$ cat src/rtl/buzzer_arbiter.sv
// Fixed-priority arbiter that shares one buzzer pin between three tone requesters.
// Latency: ack/done/abort are registered pulses one cycle after the deciding edge.
module buzzer_arbiter #(
  parameter int PERIOD_W   = 18,
  parameter int DUR_W      = 26,
  parameter int GAP_CYCLES = 500000,
  parameter bit PREEMPT    = 1'b1
) (
  input  logic                clk,
  input  logic                rst_n,
  input  logic [2:0]          req,
  input  logic [PERIOD_W-1:0] period0,
  input  logic [PERIOD_W-1:0] period1,
  input  logic [PERIOD_W-1:0] period2,
  input  logic [DUR_W-1:0]    dur0,
  input  logic [DUR_W-1:0]    dur1,
  input  logic [DUR_W-1:0]    dur2,
  output logic [2:0]          ack,
  output logic [2:0]          done,
  output logic [2:0]          abort,
  output logic                busy,
  output logic [1:0]          active_id,
  output logic                buzzer_pin
);

  localparam int GAP_W = (GAP_CYCLES > 1) ? $clog2(GAP_CYCLES) : 1;

  typedef enum logic [1:0] {IDLE, PLAY, GAP} state_t;

  state_t              state;
  logic [PERIOD_W-1:0] period_q;
  logic [PERIOD_W-1:0] tone_cnt;
  logic [DUR_W-1:0]    dur_q;
  logic [DUR_W-1:0]    dur_cnt;
  logic [GAP_W-1:0]    gap_cnt;

  logic [1:0]          win_id;
  logic [PERIOD_W-1:0] win_period;
  logic [DUR_W-1:0]    win_dur;
  logic                preempt_hit;
  logic                grant;

  always_comb begin
    win_id     = 2'd0;
    win_period = period0;
    win_dur    = dur0;
    if (req[0]) begin
      win_id     = 2'd0;
      win_period = period0;
      win_dur    = dur0;
    end else if (req[1]) begin
      win_id     = 2'd1;
      win_period = period1;
      win_dur    = dur1;
    end else if (req[2]) begin
      win_id     = 2'd2;
      win_period = period2;
      win_dur    = dur2;
    end
    if (win_dur == '0) begin
      win_dur = DUR_W'(1);
    end
    // active_id holds the playing index in PLAY, so a lower winner index means higher priority
    preempt_hit = PREEMPT && (req != 3'b000) && (win_id < active_id);
    grant       = ((state == IDLE) && (req != 3'b000)) ||
                  ((state == PLAY) && preempt_hit);
  end

  always_ff @(posedge clk or negedge rst_n) begin
    if (!rst_n) begin
      state      <= IDLE;
      period_q   <= '0;
      tone_cnt   <= '0;
      dur_q      <= '0;
      dur_cnt    <= '0;
      gap_cnt    <= '0;
      ack        <= '0;
      done       <= '0;
      abort      <= '0;
      busy       <= 1'b0;
      active_id  <= 2'd3;
      buzzer_pin <= 1'b0;
    end else begin
      ack   <= '0;
      done  <= '0;
      abort <= '0;
      if (grant) begin
        if (state == PLAY) begin
          abort <= 3'b001 << active_id;
        end
        period_q   <= win_period;
        dur_q      <= win_dur;
        ack        <= 3'b001 << win_id;
        active_id  <= win_id;
        tone_cnt   <= '0;
        dur_cnt    <= '0;
        buzzer_pin <= 1'b0;
        busy       <= 1'b1;
        state      <= PLAY;
      end else begin
        case (state)
          PLAY: begin
            if (dur_cnt == dur_q - DUR_W'(1)) begin
              done       <= 3'b001 << active_id;
              buzzer_pin <= 1'b0;
              active_id  <= 2'd3;
              tone_cnt   <= '0;
              dur_cnt    <= '0;
              gap_cnt    <= '0;
              if (GAP_CYCLES > 0) begin
                state <= GAP;
              end else begin
                state <= IDLE;
                busy  <= 1'b0;
              end
            end else begin
              dur_cnt <= dur_cnt + DUR_W'(1);
              if (period_q == '0) begin
                buzzer_pin <= 1'b0;
              end else if (tone_cnt == period_q - PERIOD_W'(1)) begin
                tone_cnt   <= '0;
                buzzer_pin <= ~buzzer_pin;
              end else begin
                tone_cnt <= tone_cnt + PERIOD_W'(1);
              end
            end
          end
          GAP: begin
            if (gap_cnt == GAP_W'(GAP_CYCLES - 1)) begin
              gap_cnt <= '0;
              busy    <= 1'b0;
              state   <= IDLE;
            end else begin
              gap_cnt <= gap_cnt + GAP_W'(1);
            end
          end
          default: state <= IDLE;
        endcase
      end
    end
  end

endmodule

$ cat config.mk
export PLATFORM = sky130hd
export DESIGN_NAME = buzzer_arbiter
export DESIGN_NICKNAME = d
export VERILOG_FILES = /design/src/rtl/buzzer_arbiter.sv
export SDC_FILE = /design/constraint.sdc
export NUM_CORES = 1
export LEC_CHECK = 0
export CORE_MARGIN = 3
export CORE_UTILIZATION = 30
export CTS_CLUSTER_SIZE = 10
export DETAILED_ROUTE_END_ITERATION = 8
export PLACE_DENSITY = 0.49
export SLEW_MARGIN = 20
export SYNTH_ARGS = -nofsm -noshare
export SYNTH_HDL_FRONTEND = slang
export SYNTH_SLANG_ARGS = --single-unit
$ cat constraint.sdc
create_clock -name clk -period 4.6 [get_ports clk]
set_input_delay 0.92 -clock clk [delete_from_list [all_inputs] [get_ports clk]]
set_output_delay 0.92 -clock clk [all_outputs]
set_load 0.05 [all_outputs]
==> results of run 1 <==
placed cells by master, fill, tap and decap left out, types with 27 or more instances in the layout:
cell               n
a21oi_1           44
xor2_1            35
inv_1             40
nor2_1            99
nor2b_1           31
xnor2_1           38
nand3_1           39
nand2_1           88
dfrtp_1          120
clkdlybuf4s50_1  148
and3_1            27
o21ai_0           44
power by group:
group / total, mW / leakage [nW] / internal [mW] / switching (mW)
Combinational: 2.20 / 2.30 / 0.853 / 1.35
Sequential: 1.73 / 1.59 / 1.34 / 0.394
Clock: 1.39 / 0.296 / 0.868 / 0.518
kinds of logic (layout without fill, tap and decap cells):
| group | count (synthesis) | after routing |
|---|---|---|
| compound gates | 249 | 249 |
| xor+xnor | 73 | 73 |
| fa+ha+maj | 9 | 9 |
| buf+inv | 105 | 240 |
| flops | 122 | 122 |
| mux | 10 | 10 |
| simple gates | 412 | 412 |
stage by stage:
step / cells / hold slack, ns
detailed placement: 1424 / 0.495
finish: 1456 / 0.510
CTS: 1456 / 0.510
global route: 1456 / 0.531
floorplan: 980 / 0.459
global placement: 1424 / 0.491
layer usage:
layer,part of all wire,vias up,wire length [microns],track usage
met3,0.052,23,1310,0.0345
met1,0.50,3708,12700,0.256
met4,0.015,0,370,0.0448
met2,0.43,185,11000,0.253
met5,0,-,0,0
li1,-,3860,-,-
final cells by class:
class	instances	area (sq um)	area share
Timing Repair Buffer	168	1630	0.153
Tap cell	341	427	0.0400
Multi-Input combinational cell	753	4780	0.449
Clock inverter	14	173	0.0162
Inverter	40	150	0.0141
Sequential cell	122	3060	0.287
Clock buffer	18	439	0.0412
critical path: cells and delay by family, from the launching register on:
| kind | cells | cell delay (ns) |
|---|---|---|
| fa+ha+maj | 1 | 0.20 |
| buf+inv | 1 | 0.10 |
| compound gates | 3 | 1.06 |
| flops | 1 | 0.42 |
| simple gates | 5 | 1.94 |
sequential cells by signal, summed over array words and instances, names as in the netlist, 3 cells and up:
register / cells
done: 3
dur_q: 26
ack: 3
abort: 3
period_q: 18
dur_cnt: 26
gap_cnt: 19
tone_cnt: 18
path summary, 6_finish.rpt:
kind | end | cells after the start
max | gap_cnt[9] | 10
min | gap_cnt[18] | 1
max reg2reg | gap_cnt[9] | 10
min reg2reg | gap_cnt[18] | 1
max in group asynchronous | active_id[0] | 2
min in group asynchronous | gap_cnt[16] | 1
==> impl_metrics.csv, run 1 <==
group,metric,value,unit
clocking,cts_tree,"built",
worst_setup_path,crit_path_end_kind,"flip-flop",
timing,hold_violations,0,
synth,synth_area,0.00824,sq mm
cells_and_area,syn_to_final_growth,29.4,%
clocking,cts_buffers,17,
clocking,post-cts-setup-buffer-count,0,
timing,timing.final.ws_setup,0.753,ns
timing,slew_headroom,0.389,
worst_setup_path,crit_fanout,19,
cells_and_area,fill_cells,2737,
global_route,grt_max_degree,67,
timing,min_period,3.85,ns
global_route,grt_pass1_vias,7312,
timing,max_freq,260,MHz
synth,synthAdderAreaFrac,0.0137,
worst_setup_path,timing.rr.start,"dur_q[0]",
synth,yosysSeqAreaShare,0.371,
clocking,ctsHoldBuffers,0,
worst_setup_path,crit_chain,"inv_1 -> ha_1 -> nor3b_1 -> nand4_1 -> a2111oi_0 -> nor4_1 -> nor4_4 -> a21oi_1 -> or2_1 -> o41ai_1",
timing,worst_pin_slew,0.913,ns
worst_hold_path,worstHoldStart,"gap_cnt[18]",
placement,hpwl,19100,microns
synth,yosysTopAreaCell,"dfrtp_1",
clocking,cts_resized,0,
cells_and_area,antenna_cells,0,
power_and_ir_drop,ir_worst_vdd,0.308,mV
floorplan,rows,60,
synth,yosysUniqueCellTypes,73,
drt,ant_nets,0,
clocking,clkTransAtPathRegs,0.06,ns
drt,wl_per_cell,17.4,microns
floorplan,ios,150,
cells_and_area,drive_gt1_frac,0.0682,
run_status,status,"finished, final reports clean",
synth,synth_seq_cells,122,
synth,synth_compound_area_frac,0.210,
timing,setup_viol,0,
worst_setup_path,rrSetupSlack,0.75,ns
power_and_ir_drop,power,5.32,mW
worst_setup_path,max_stage_delay,0.54,ns
placement,placed_cell_area,0.0100,sq mm
floorplan,die_h,172,microns
synth,syn_nets,1126,
flow_run,maxCapViolCount,0,
worst_setup_path,slowest_stage,"or2_1",
synth,synth_top_family_by_area,"simple AND/OR/NAND/NOR gates",
timing,slew_violations,0,
floorplan,initial_utilization,0.306,
synth,synthTopCellsByArea,"dfrtp_1, nor2_1, xnor2_1, nand2_1, xor2_1",
drt,drcViolationCount,0,
worst_setup_path,critPathKind,"flip-flop to flip-flop",
synth,yosys.area_share.simple,0.264,
synth,synth_common_cells,"dfrtp_1, nor2_1, nand2_1, clkbuf_1, o21ai_0",
drt,drt_iter0_drc,472,
worst_setup_path,startpoint_type,"flip-flop",
global_route,grtUsageTotal,0.172,
placement,dp_worst_setup_slack,0.687,ns
synth,ys.flop_type,"dfrtp_1",
synth,avgSynthCellArea,8.40,sq um
clocking,clk_path_buf_depth,2,
cells_and_area,final_cell_area,0.0107,sq mm
clocking,insertion_delay,0.42,ns
power_and_ir_drop,power_density,499,mW/mm^2
placement,io_buffers,149,
power_and_ir_drop,leakage,4.18,nW
worst_setup_path,cp_data_arrival_time,4.14,ns
worst_setup_path,required,4.90,ns
timing,grt_setup_unrepaired,"no",
synth,synthCells,980,
synth,netlist.area_leader.share,0.365,
clocking,cts-root-buf,"clkbuf_16",
timing,setup_tns,0,ns
timing,fin_crit_sh,0.836,
clocking,clkSinkCount,122,
synth,synthMuxAreaShare,0.0125,
synth,synth-xor-area-share,0.0776,
drt,routed_wl,25400,microns
worst_setup_path,cp-startpoint,"dur_q[0]",
placement,gp_congestion,0.830,
synth,synth_most_common_cell,"dfrtp_1",
drt,vias_per_cell,5.34,
synth,yosysWarnings,0,
drt,num_vias,7776,
synth,synth_edf_count,0,
timing,clock_skew,0.0133,ns
synth,synthArstFlopShare,1.00,
cells_and_area,finalNetCount,1248,
clocking,cts-htree-levels,4,
floorplan,die-area,0.0295,sq mm
global_route,grt_pass1_wl,40700,microns
global_route,antenna_found_initial,1,
worst_hold_path,hp-class,"flip-flop to flip-flop",
floorplan,coreArea,0.0270,sq mm
drt,first_pass_iters,5,
global_route,overflow,0,
floorplan,die_x,172,microns
cells_and_area,final_util,0.395,
No activity file was read; power rests on OpenSTA's default activity.
==> run 2: changes to the inputs <==
- clock period: 4.6 -> 3.95 ns (I/O delays scaled with it)
==> run 2 against run 1 <==
- count of clock-buffer cells in the layout did not move
- combinational power rose by 20%
- sequential share of layout area fell by 0.33 points
==> impl_metrics.csv, run 2 (synthesized netlist as in run 1, its figures left out) <==
group,metric,value,unit
flow_run,maxCapViolCount,0,
clocking,insertion_delay,0.42,ns
cells_and_area,stdcell_count,1467,
clocking,clkTransAtPathRegs,0.06,ns
cells_and_area,fill_cells,2706,
power_and_ir_drop,power_density,589,mW/mm^2
timing,hold_violations,0,
drt,wl_per_cell,17.4,microns
clocking,cts-htree-levels,4,
timing,slew_violations,0,
cells_and_area,syn_to_final_growth,30.9,%
worst_hold_path,hp-class,"flip-flop to flip-flop",
cells_and_area,reg.largest.list,"dur_cnt (26), dur_q (26), gap_cnt (19)",
global_route,grt_max_degree,73,
worst_hold_path,hold_end,"dur_q[25]",
timing,setup_tns,0,ns
clocking,ctsHoldBuffers,0,
power_and_ir_drop,leakage,4.25,nW
worst_setup_path,critPathKind,"flip-flop to flip-flop",
run_status,status,"finished, final reports clean",
cells_and_area,layout_common_cells,"clkdlybuf4s50_1, dfrtp_1, nor2_1",
timing,min_period,3.56,ns
global_route,grt_pass1_wl,40500,microns
worst_setup_path,rrSetupSlack,0.39,ns
placement,gp_congestion,0.849,
timing,clock_skew,0.00951,ns
floorplan,ios,150,
floorplan,rows,60,
clocking,clk_path_buf_depth,2,
global_route,antenna_found_initial,1,
timing,setup_viol,0,
cells_and_area,finalNetCount,1259,
power_and_ir_drop,ir_worst_vdd,0.339,mV
worst_setup_path,crit_path_end_kind,"flip-flop",
global_route,grt_pass1_vias,7299,
cells_and_area,drive_gt1_frac,0.0782,
timing,grt_setup_unrepaired,"no",
worst_setup_path,timing.rr.start,"dur_q[0]",
clocking,cts_tree,"built",
clocking,cts-root-buf,"clkbuf_16",
worst_setup_path,cp_data_arrival_time,3.86,ns
drt,drt_iter0_drc,626,
floorplan,die_h,172,microns
cells_and_area,antenna_cells,0,
placement,io_buffers,149,
timing,fin_crit_sh,0.901,
global_route,grtUsageTotal,0.173,
drt,drcViolationCount,0,
clocking,post-cts-setup-buffer-count,0,
timing,worst_pin_slew,1.01,ns
drt,ant_nets,0,
placement,dp.cells,1435,
drt,num_vias,7770,
drt,routed_wl,25500,microns
worst_setup_path,startpoint_type,"flip-flop",
worst_hold_path,worstHoldStart,"dur_q[25]",
floorplan,coreArea,0.0270,sq mm
worst_setup_path,required,4.25,ns
timing,slew_headroom,0.324,
worst_setup_path,crit_fanout,19,
worst_hold_path,hold_depth,2,
worst_setup_path,r2r_end,"gap_cnt[16]",
clocking,cts_buffers,17,
global_route,overflow,0,
clocking,clkSinkCount,122,
timing,max_freq,281,MHz
clocking,cts_resized,0,
cells_and_area,final_common_cell,"clkdlybuf4s50_1",
drt,first_pass_iters,5,
floorplan,die-area,0.0295,sq mm
worst_setup_path,r2r_cells,10,
floorplan,initial_utilization,0.306,
floorplan,die_x,172,microns
placement,hpwl,19200,microns
drt,vias_per_cell,5.30,
-- run 2: worst max-delay path by stage --
stage / startpoint / end / depth (start not counted)
5_1_grt: dur_q[0] / gap_cnt[15] / 11
6_report: dur_q[0] / gap_cnt[16] / 10
2_1_floorplan: req[0] / gap_cnt[18] / 15
3_5_place_dp: dur_q[0] / gap_cnt[8] / 10
4_1_cts: dur_q[0] / gap_cnt[9] / 10
3_3_place_gp: req[1] / dur_q[0] / 9
-- run 2: layout make-up --
cell class / instances / area [sq um] / share of cell area
clock buffer: 18 / 439 / 0.0407
clock inverter: 14 / 195 / 0.0181
inverter: 40 / 150 / 0.0139
multi-input combinational: 753 / 4790 / 0.444
sequential: 122 / 3060 / 0.283
tap: 341 / 427 / 0.0396
timing repair buffer: 179 / 1730 / 0.160
-- run 2: report_power, final --
| part | switching (mW) | internal (mW) |
|---|---|---|
| clock | 0.613 | 1.08 |
| sequential | 0.464 | 1.56 |
| combinational | 1.59 | 1.05 |
| total | 2.67 | 3.68 |
-- run 2: metrics by stage --
stage,cell area (sq um),power (mW),utilization,hold slack [ns],setup slack (ns)
floorplan,8240,3.77,-,0.459,0.364
global placement,10100,4.69,0.376,0.477,0.318
detailed placement,10100,4.69,0.376,0.495,0.345
CTS,10800,6.41,0.400,0.503,0.354
global route,10800,6.84,0.400,0.517,0.0727
finish,10800,6.35,0.400,0.505,0.392
-- run 2: worst max-delay path: stages (launching register included) --
cell,delay (ns)
dfrtp_1,0.42
inv_1,0.10
ha_1,0.19
or3b_1,0.41
nor4_2,0.41
xor2_1,0.11
o311a_1,0.38
nor4_4,0.33
a21oi_1,0.13
or2_1,0.53
o41ai_1,0.42
-- run 2: metal layers --
layer / wire [microns] / up-vias / part of all wire / track usage
met3: 1440 / 24 / 0.057 / 0.0377
met5: 13 / - / 0.00051 / 0
li1: - / 3873 / - / -
met1: 12500 / 3658 / 0.49 / 0.257
met4: 278 / 2 / 0.011 / 0.0416
met2: 11300 / 213 / 0.44 / 0.256
